File: config.mk
export PLATFORM = sky130hd
export DESIGN_NAME = transaccion_sesion
export DESIGN_NICKNAME = d
export VERILOG_FILES = /design/src/rtl/transaccion_sesion.sv
export SDC_FILE = /design/constraint.sdc
export NUM_CORES = 1
export LEC_CHECK = 0
export BUFFER_PORTS_ARGS = -buffer_cell sky130_fd_sc_hd__buf_2
export CORE_MARGIN = 4
export CORE_UTILIZATION = 65
export DETAILED_ROUTE_END_ITERATION = 8
export PLACE_DENSITY = 0.95
export SLEW_MARGIN = 10
export SYNTH_ARGS = -nofsm -noshare
export SYNTH_HDL_FRONTEND = slang
export SYNTH_SLANG_ARGS = --single-unit
File: constraint.sdc
create_clock -name clk -period 5.1 [get_ports clk]
set_input_delay 1.275 -clock clk [delete_from_list [all_inputs] [get_ports clk]]
set_output_delay 1.275 -clock clk [all_outputs]
set_load 0.02 [all_outputs]
File: src/rtl/transaccion_sesion.sv
// transaccion_sesion: multi-transaction ATM session unit (deposit/withdraw/query).
// Holds one card session's balance, enforces a per-session withdrawal limit.
//
// Ports:
//   clk                  rising-edge clock
//   reset                asynchronous active-low reset
//   tarjeta_recibida     card present (level, high for whole session)
//   balance_inicial      account balance, loaded when the session opens
//   trans_valida         request strobe, taken only while listo=1
//   tipo_trans           00 deposito, 01 retiro, 10 consulta, 11 invalid
//   monto                request amount, sampled with trans_valida
//   listo                ready for a request
//   balance_actualizado  balance after last successful transaction
//   balance_stb          1-cycle pulse, balance_actualizado valid
//   entregar_dinero      1-cycle pulse, dispense monto
//   fondos_insuficientes 1-cycle pulse, withdrawal above balance
//   limite_excedido      1-cycle pulse, session limit would be exceeded
//   trans_error          1-cycle pulse, bad type, zero amount or overflow
module transaccion_sesion #(
    parameter int MONTO_W       = 32,
    parameter int BALANCE_W     = 64,
    parameter int LIMITE_SESION = 1000
) (
    input  logic                 clk,
    input  logic                 reset,
    input  logic                 tarjeta_recibida,
    input  logic [BALANCE_W-1:0] balance_inicial,
    input  logic                 trans_valida,
    input  logic [1:0]           tipo_trans,
    input  logic [MONTO_W-1:0]   monto,
    output logic                 listo,
    output logic [BALANCE_W-1:0] balance_actualizado,
    output logic                 balance_stb,
    output logic                 entregar_dinero,
    output logic                 fondos_insuficientes,
    output logic                 limite_excedido,
    output logic                 trans_error
);

    localparam logic [1:0] IDLE      = 2'd0;
    localparam logic [1:0] ESPERA    = 2'd1;
    localparam logic [1:0] CALCULA   = 2'd2;
    localparam logic [1:0] RESULTADO = 2'd3;

    localparam logic [1:0] T_DEP = 2'b00;
    localparam logic [1:0] T_RET = 2'b01;
    localparam logic [1:0] T_CON = 2'b10;
    localparam logic [1:0] T_INV = 2'b11;

    localparam logic [MONTO_W:0] LIMITE = (MONTO_W+1)'(LIMITE_SESION);

    logic [1:0]           estado;
    logic                 paso;
    logic [1:0]           tipo_q;
    logic [MONTO_W-1:0]   monto_q;
    logic [BALANCE_W-1:0] saldo;
    logic [MONTO_W:0]     acumulado;

    // Decision registered in the first CALCULA cycle, applied on entry
    // to RESULTADO so the pulse lands two edges after acceptance.
    logic                 res_err;
    logic                 res_fondos;
    logic                 res_limite;
    logic                 res_ok;
    logic                 res_ret;
    logic [BALANCE_W-1:0] saldo_nuevo;
    logic [MONTO_W:0]     acum_nuevo;

    logic [BALANCE_W-1:0] monto_ext;
    logic [BALANCE_W:0]   suma;
    logic [MONTO_W:0]     acum_suma;
    logic                 es_dep;
    logic                 es_ret;
    logic                 es_inv;
    logic                 monto_cero;
    logic                 d_err;
    logic                 d_fondos;
    logic                 d_limite;
    logic                 d_ok;
    logic [BALANCE_W-1:0] d_saldo;
    logic [MONTO_W:0]     d_acum;

    assign listo = (estado == ESPERA);

    assign monto_ext  = BALANCE_W'(monto_q);
    // One extra bit so a deposit carry is visible instead of wrapping.
    assign suma       = {1'b0, saldo} + {1'b0, monto_ext};
    assign acum_suma  = acumulado + {1'b0, monto_q};
    assign es_dep     = (tipo_q == T_DEP);
    assign es_ret     = (tipo_q == T_RET);
    assign es_inv     = (tipo_q == T_INV);
    assign monto_cero = (monto_q == '0);

    always_comb begin
        d_err    = es_inv
                 | ((es_dep | es_ret) & monto_cero)
                 | (es_dep & suma[BALANCE_W]);
        d_fondos = ~d_err & es_ret & (monto_ext > saldo);
        d_limite = ~d_err & ~d_fondos & es_ret & (acum_suma > LIMITE);
        d_ok     = ~d_err & ~d_fondos & ~d_limite;
    end

    always_comb begin
        d_saldo = saldo;
        d_acum  = acumulado;
        unique case (tipo_q)
            T_DEP: d_saldo = suma[BALANCE_W-1:0];
            T_RET: begin
                d_saldo = saldo - monto_ext;
                d_acum  = acum_suma;
            end
            T_CON: d_saldo = saldo;
            T_INV: d_saldo = saldo;
        endcase
    end

    always_ff @(posedge clk or negedge reset) begin
        if (!reset) begin
            estado               <= IDLE;
            paso                 <= 1'b0;
            tipo_q               <= '0;
            monto_q              <= '0;
            saldo                <= '0;
            acumulado            <= '0;
            res_err              <= 1'b0;
            res_fondos           <= 1'b0;
            res_limite           <= 1'b0;
            res_ok               <= 1'b0;
            res_ret              <= 1'b0;
            saldo_nuevo          <= '0;
            acum_nuevo           <= '0;
            balance_actualizado  <= '0;
            balance_stb          <= 1'b0;
            entregar_dinero      <= 1'b0;
            fondos_insuficientes <= 1'b0;
            limite_excedido      <= 1'b0;
            trans_error          <= 1'b0;
        end else begin
            balance_stb          <= 1'b0;
            entregar_dinero      <= 1'b0;
            fondos_insuficientes <= 1'b0;
            limite_excedido      <= 1'b0;
            trans_error          <= 1'b0;
            unique case (estado)
                IDLE: begin
                    if (tarjeta_recibida) begin
                        estado    <= ESPERA;
                        saldo     <= balance_inicial;
                        acumulado <= '0;
                    end
                end
                ESPERA: begin
                    if (!tarjeta_recibida) begin
                        estado <= IDLE;
                    end else if (trans_valida) begin
                        tipo_q  <= tipo_trans;
                        monto_q <= monto;
                        paso    <= 1'b0;
                        estado  <= CALCULA;
                    end
                end
                CALCULA: begin
                    if (!tarjeta_recibida) begin
                        estado <= IDLE;
                    end else if (!paso) begin
                        paso        <= 1'b1;
                        res_err     <= d_err;
                        res_fondos  <= d_fondos;
                        res_limite  <= d_limite;
                        res_ok      <= d_ok;
                        res_ret     <= d_ok & es_ret;
                        saldo_nuevo <= d_saldo;
                        acum_nuevo  <= d_acum;
                    end else begin
                        estado               <= RESULTADO;
                        trans_error          <= res_err;
                        fondos_insuficientes <= res_fondos;
                        limite_excedido      <= res_limite;
                        entregar_dinero      <= res_ret;
                        balance_stb          <= res_ok;
                        if (res_ok) begin
                            saldo               <= saldo_nuevo;
                            acumulado           <= acum_nuevo;
                            balance_actualizado <= saldo_nuevo;
                        end
                    end
                end
                RESULTADO: begin
                    estado <= tarjeta_recibida ? ESPERA : IDLE;
                end
                default: estado <= IDLE;
            endcase
        end
    end

endmodule

Yosys cells after proc, flatten, opt, wreduce, memory -nomap -nowiden

Index checks and enable logic that the tools add are counted.
W data, S select, Z words.

Bits in registers: 305
Bits in latches: 0
Memory bits (writable): 0
Bits in read-only memories: 0
Input port bits: 102
Word-level logic and storage cells: 104
Memories: 0

Add/sub/neg operators: 3
Multiply operators: 0
Div/mod/pow operators: 0
Order comparisons: 2
Equal/unequal tests: 14
Shift-type cells: 0
Mux-type cells: 38
Bitwise logic cells: 16
Reductions and logical operators: 12

Operator list:

| kind                   | count |
|---|---|
| $mux W64               | 4 |
| $pmux W64 S3           | 1 |
| $mux W33               | 5 |
| $pmux W64 S2           | 1 |
| $pmux W33 S2           | 1 |
| $add A64 B32 Y65       | 1 |
| $gt A32 B64 Y1         | 1 |
| $sub A64 B32 Y64       | 1 |
| $add A33 B32 Y33       | 1 |
| $gt A33 B10 Y1 const B | 1 |
| $logic_not A32 Y1      | 1 |
| $mux W1                | 19 |
| $ne A2 B2 Y1 const B   | 6 |
| $mux W2                | 5 |
| $and A1 B1 Y1          | 9 |
| $reduce_and A3 Y1      | 3 |
| $eq A2 B2 Y1 const B   | 4 |
| $pmux W2 S4            | 1 |
| $reduce_and A4 Y1      | 2 |
| $ne A3 B3 Y1 const B   | 2 |
| $reduce_and A5 Y1      | 1 |
| $eq A2 B1 Y1 const B   | 2 |
| $logic_not A2 Y1       | 2 |
| $not A1 Y1             | 4 |
| other kinds (4)        | 7 |

Logic depth before layout (Yosys ltp)

Word-level depth: 15
Mapped depth: 14
Gate-level depth less buffers: 14

Worst setup path before layout

No wires, ideal clock.

Path kind: reg-to-reg
Start point: reg monto_q[1]
End point: reg res_limite
Setup time: 0.122 ns
Arrival time: 3.020 ns
Data required time: 4.978 ns
Path slack: 1.959 ns
Stages on the path, launching flop included: 13
Path buffers: 0
Cells stage by stage: dfrtp_1 > inv_1 > fa_1 > nor2b_1 > o31a_1 > o21ai_2 > o221ai_2 > nand4bb_1 > o211a_1 > or4_1 > nor4_2 > nand3_1 > a32o_1

Longest elaborated chain between the ends: 11

RTL lines:

| item                                                      | line | text |
|---|---|---|
| start: declaration                                        | 55   | `logic [MONTO_W-1:0] monto_q;` |
| start signal: assignment                                  | 157  | `monto_q <= monto;` |
| branches (longest 10 deep; another with $add A33 B32 Y33) | n/a  |  |
| $and A1 B1 Y1 *                                           | 99   | `d_limite = ~d_err & ~d_fondos & es_ret & (acum_suma > LIMITE);` |
| end signal: assignment                                    | 169  | `res_limite <= d_limite;` |
| end: declaration                                          | 63   | `logic res_limite;` |

Every way passes the cells marked *.
A chain may end at the register's enable or synchronous reset.

Final worst setup path

Start point: reg saldo[0]
End point: reg saldo_nuevo[54]

Longest elaborated chain between the ends: 2

RTL lines:

| item                                                 | line    | text |
|---|---|---|
| start: declaration                                   | 56      | `logic [BALANCE_W-1:0] saldo;` |
| start signal: assignment                             | 148     | `saldo <= balance_inicial;` |
| start signal: assignment                             | 182     | `saldo <= saldo_nuevo;` |
| $sub A64 B32 Y64 or $add A64 B32 Y65 (tied branches) | 109, 87 |  |
| $pmux W64 S3 *                                       | 106     | `unique case (tipo_q)` |
| end signal: assignment                               | 172     | `saldo_nuevo <= d_saldo;` |
| end: declaration                                     | 66      | `logic [BALANCE_W-1:0] saldo_nuevo;` |

Every way passes the cells marked *; elsewhere a longest branch is shown, timed or not.

==> impl_metrics.csv <==
group,metric,value,unit
outcome,status,"completed",
worst_hold_path,hold_class,"reg -> reg",
logic_synthesis,ys_ff_latch,305,
global_routing,grt_start_max_net_pins,136,
cells_and_area,layout_commonest_cell,"nand2_1",
timing,fmax,239,MHz
power,p_per_area,470,nW/µm²
drt,wl_per_cell,24.2,µm
timing,finalClockSkew,0.0193,ns
timing,grt_setup_unrepaired,"false",
floorplanning,core_area,29700,µm²
logic_synthesis,yosys_most_used_dff,"dfrtp_1",
logic_synthesis,synthCells,2227,
cts,clk_pin_slew,0.06,ns
cells_and_area,drive_gt1_share,16.3,%
worst_setup_path,crit_fanout,5,
cts,cts_setup_buffers,0,
drt,drcViolationCount,0,
timing,relSlewSlack,27.5,%
worst_setup_path,cp_data_arrival_time,4.58,ns
timing,post-route-min-period,4.18,ns
cells_and_area,final_util,74.1,%
placed_design,gp_congestion,1.01,
floorplanning,pin_count,172,
logic_synthesis,synth_edf_count,0,
placed_design,postPlaceCellArea,20800,µm²
worst_setup_path,timing.rr.end,"saldo_nuevo[54]",
worst_setup_path,endpoint,"saldo_nuevo[54]",
timing,worstMarginPinSlew,1.09,ns
cells_and_area,final_area,22000,µm²
timing,tns,0,ns
cells_and_area,n_fill_cell,2121,
cts,clock-sinks,305,
placed_design,io_buffers,171,
logic_synthesis,post_synth_num_cell_types,97,
timing,fin_ws,0.915,ns
cells_and_area,multiInputGateArea,11200,µm²
power,vdd_drop_max,0.406,mV
flow_run,cap_violations,0,
logic_synthesis,synth.net_count,2428,
global_routing,grt_pass1_wl,104000,µm
floorplanning,start_util,66.2,%
worst_setup_path,crit_path_start,"saldo[0]",
worst_setup_path,cp-end-kind,"flop",
drt,wl,66400,µm
cts,cts_buffers,34,
cts,clk-insertion-delay-late,0.52,ns
cts,ctsHoldBuffers,0,
worst_setup_path,worstPathRequired,5.49,ns
drt,drtPass1Iterations,7,
worst_setup_path,critPathKind,"reg -> reg",
floorplanning,dieArea,33100,µm²
worst_setup_path,regToRegSetupSlack,0.92,ns
cells_and_area,seqCellArea,7630,µm²
logic_synthesis,ys_seq_area_share,38.8,%
timing,slew_viol_final,0,
cts,clockBufferDepth,3,
cts,cts_tree,"done",
timing,setup_viol,0,
cts,htree_levels,2,
drt,ant_nets,0,
logic_synthesis,ys_async_sr_fraction,100,%
placed_design,post-place-ws,1.12,ns
cts,root_buffer,"clkbuf_16",
drt,drt_iter0_markers,2112,
drt,viasPerCell,6.75,
cells_and_area,syn_to_final_growth,11.9,%
cts,cts_resized,0,
global_routing,grt.overflow.total,0,
worst_setup_path,rr_worst_depth,14,
worst_setup_path,worst_setup_path_start_kind,"flop",
timing,hold_violations,0,
logic_synthesis,ys_warn_count,0,
logic_synthesis,synth.avg_cell_area,8.83,µm²
global_routing,track_usage,39.4,%
worst_setup_path,reg2reg_from,"saldo[0]",
logic_synthesis,syn-cell-area,19700,µm²
global_routing,grt_pass1_vias,18900,
floorplanning,rows,63,
drt,num_vias,18500,
cells_and_area,layout_common_cells,"318 x nand2_1, 304 x dfrtp_1, 198 x o21ai_0, 170 x buf_2, 153 x a21oi_1",
floorplanning,die_w,182,µm
timing,fin_hold_ws,0.483,ns
global_routing,antenna_found_initial,3,
cells_and_area,final_net_count,2534,
timing,post-route-period-util,82.1,%
placed_design,dp_hpwl,47500,µm
floorplanning,fp.dieH,182,µm
power,power.leakage,10.2,nW
synthesized netlist by cell type (all sizes together), types with 5 or more instances:
cell	n	area (µm²)
o2111ai	11	96.3
ha	96	1200
and3	31	194
nor3	35	175
or3	15	104
a21o	35	263
nand2	319	1200
nor4	24	178
buf	19	105
mux2i	80	801
and3b	5	43.8
xor2	29	254
o31ai	24	185
a21boi	7	52.6
nand4	18	113
and2	25	156
a211o	5	43.8
o21ai	214	1080
o41ai	5	51.3
nand3	42	215
and4	5	43.8
nand2b	14	87.6
inv	82	308
nor2	148	558
a221oi	10	93.8
a32oi	8	70.1
nor2b	14	87.6
clkbuf	109	409
o211ai	21	158
a2111oi	5	43.8
or4	6	48.8
or2	9	56.3
o21a	16	120
a21oi	156	796
xnor2	47	412
dfrtp	305	7630
o21bai	16	120
a211oi	18	145
mux2	100	1130
a31oi	33	213
per-layer routing:
| metal | share of wire, % | track usage, % |
|---|---|---|
| met1 | 38 | 49.4 |
| met2 | 48 | 66.6 |
| met3 | 8.4 | 6.65 |
| met4 | 5.7 | 18.6 |
| met5 | 0.063 | 0 |
through the flow:
| stage | cells | power (W) |
|---|---|---|
| after CTS | 2745 | 0.0102 |
| after detailed placement | 2687 | 0.00753 |
| after floorplan | 2227 | 0.00620 |
| after global placement | 2687 | 0.00741 |
| final | 2747 | 0.0104 |
| after global routing | 2746 | 0.0109 |
worst min path at each step:
stage / startpoint / to / slack (ns) / depth (start not counted)
finish: acum_nuevo[19] / acum_nuevo[19] / 0.48 / 2
CTS: acum_nuevo[19] / acum_nuevo[19] / 0.48 / 2
detailed placement: acum_nuevo[19] / acum_nuevo[19] / 0.47 / 2
global placement: acum_nuevo[20] / acum_nuevo[20] / 0.46 / 2
global route: balance_actualizado[45] / balance_actualizado[45] / 0.51 / 1
floorplan: res_ret / res_ret / 0.44 / 2
critical path: stages (launching register included):
cell,delay [ns]
dfrtp_1,0.41
inv_1,0.07
ha_1,0.16
inv_1,0.05
fa_1,0.41
a211oi_1,0.23
nor2_1,0.13
a221oi_1,0.60
o22ai_1,0.30
o21ai_1,0.39
o21bai_1,0.15
a31oi_1,0.52
nand4_1,0.19
o2111a_1,0.20
a221o_1,0.25
kinds of logic after synthesis:
| kind of cell | count (synthesis) | share of synthesized area, % |
|---|---|---|
| XOR/XNOR | 76 | 3.39 |
| adder cells (fa/ha/maj) | 99 | 6.41 |
| AO/OA/AOI/OAI | 633 | 20.2 |
| multiplexers | 180 | 9.80 |
| AND/OR/NAND/NOR | 724 | 17.2 |
| flip-flops | 305 | 38.8 |
| buffers and inverters | 210 | 4.18 |
area by class of cell:
| type | count | area share [%] |
|---|---|---|
| multi-input combinational | 1712 | 51.1 |
| sequential | 305 | 34.7 |
| timing repair buffer | 198 | 5.14 |
| clock buffer | 47 | 4.60 |
| tap | 390 | 2.22 |
| inverter | 82 | 1.40 |
| clock inverter | 11 | 0.841 |
| antenna | 2 | 0.0227 |
registers in the layout, indices dropped and copies added (netlist names), 2 cells and up:
name and count:
saldo 64, acumulado 33, balance_actualizado 64, estado 2, monto_q 32, acum_nuevo 33, saldo_nuevo 64, tipo_q 2
where the power goes:
group          switching, W  leakage, nW  internal (W)
clock               0.00102        0.584       0.00164
combinational       0.00258         5.63       0.00147
sequential         0.000665         3.96       0.00298
total               0.00427         10.2       0.00609
Note: power is estimated with default switching activity, not from simulation.
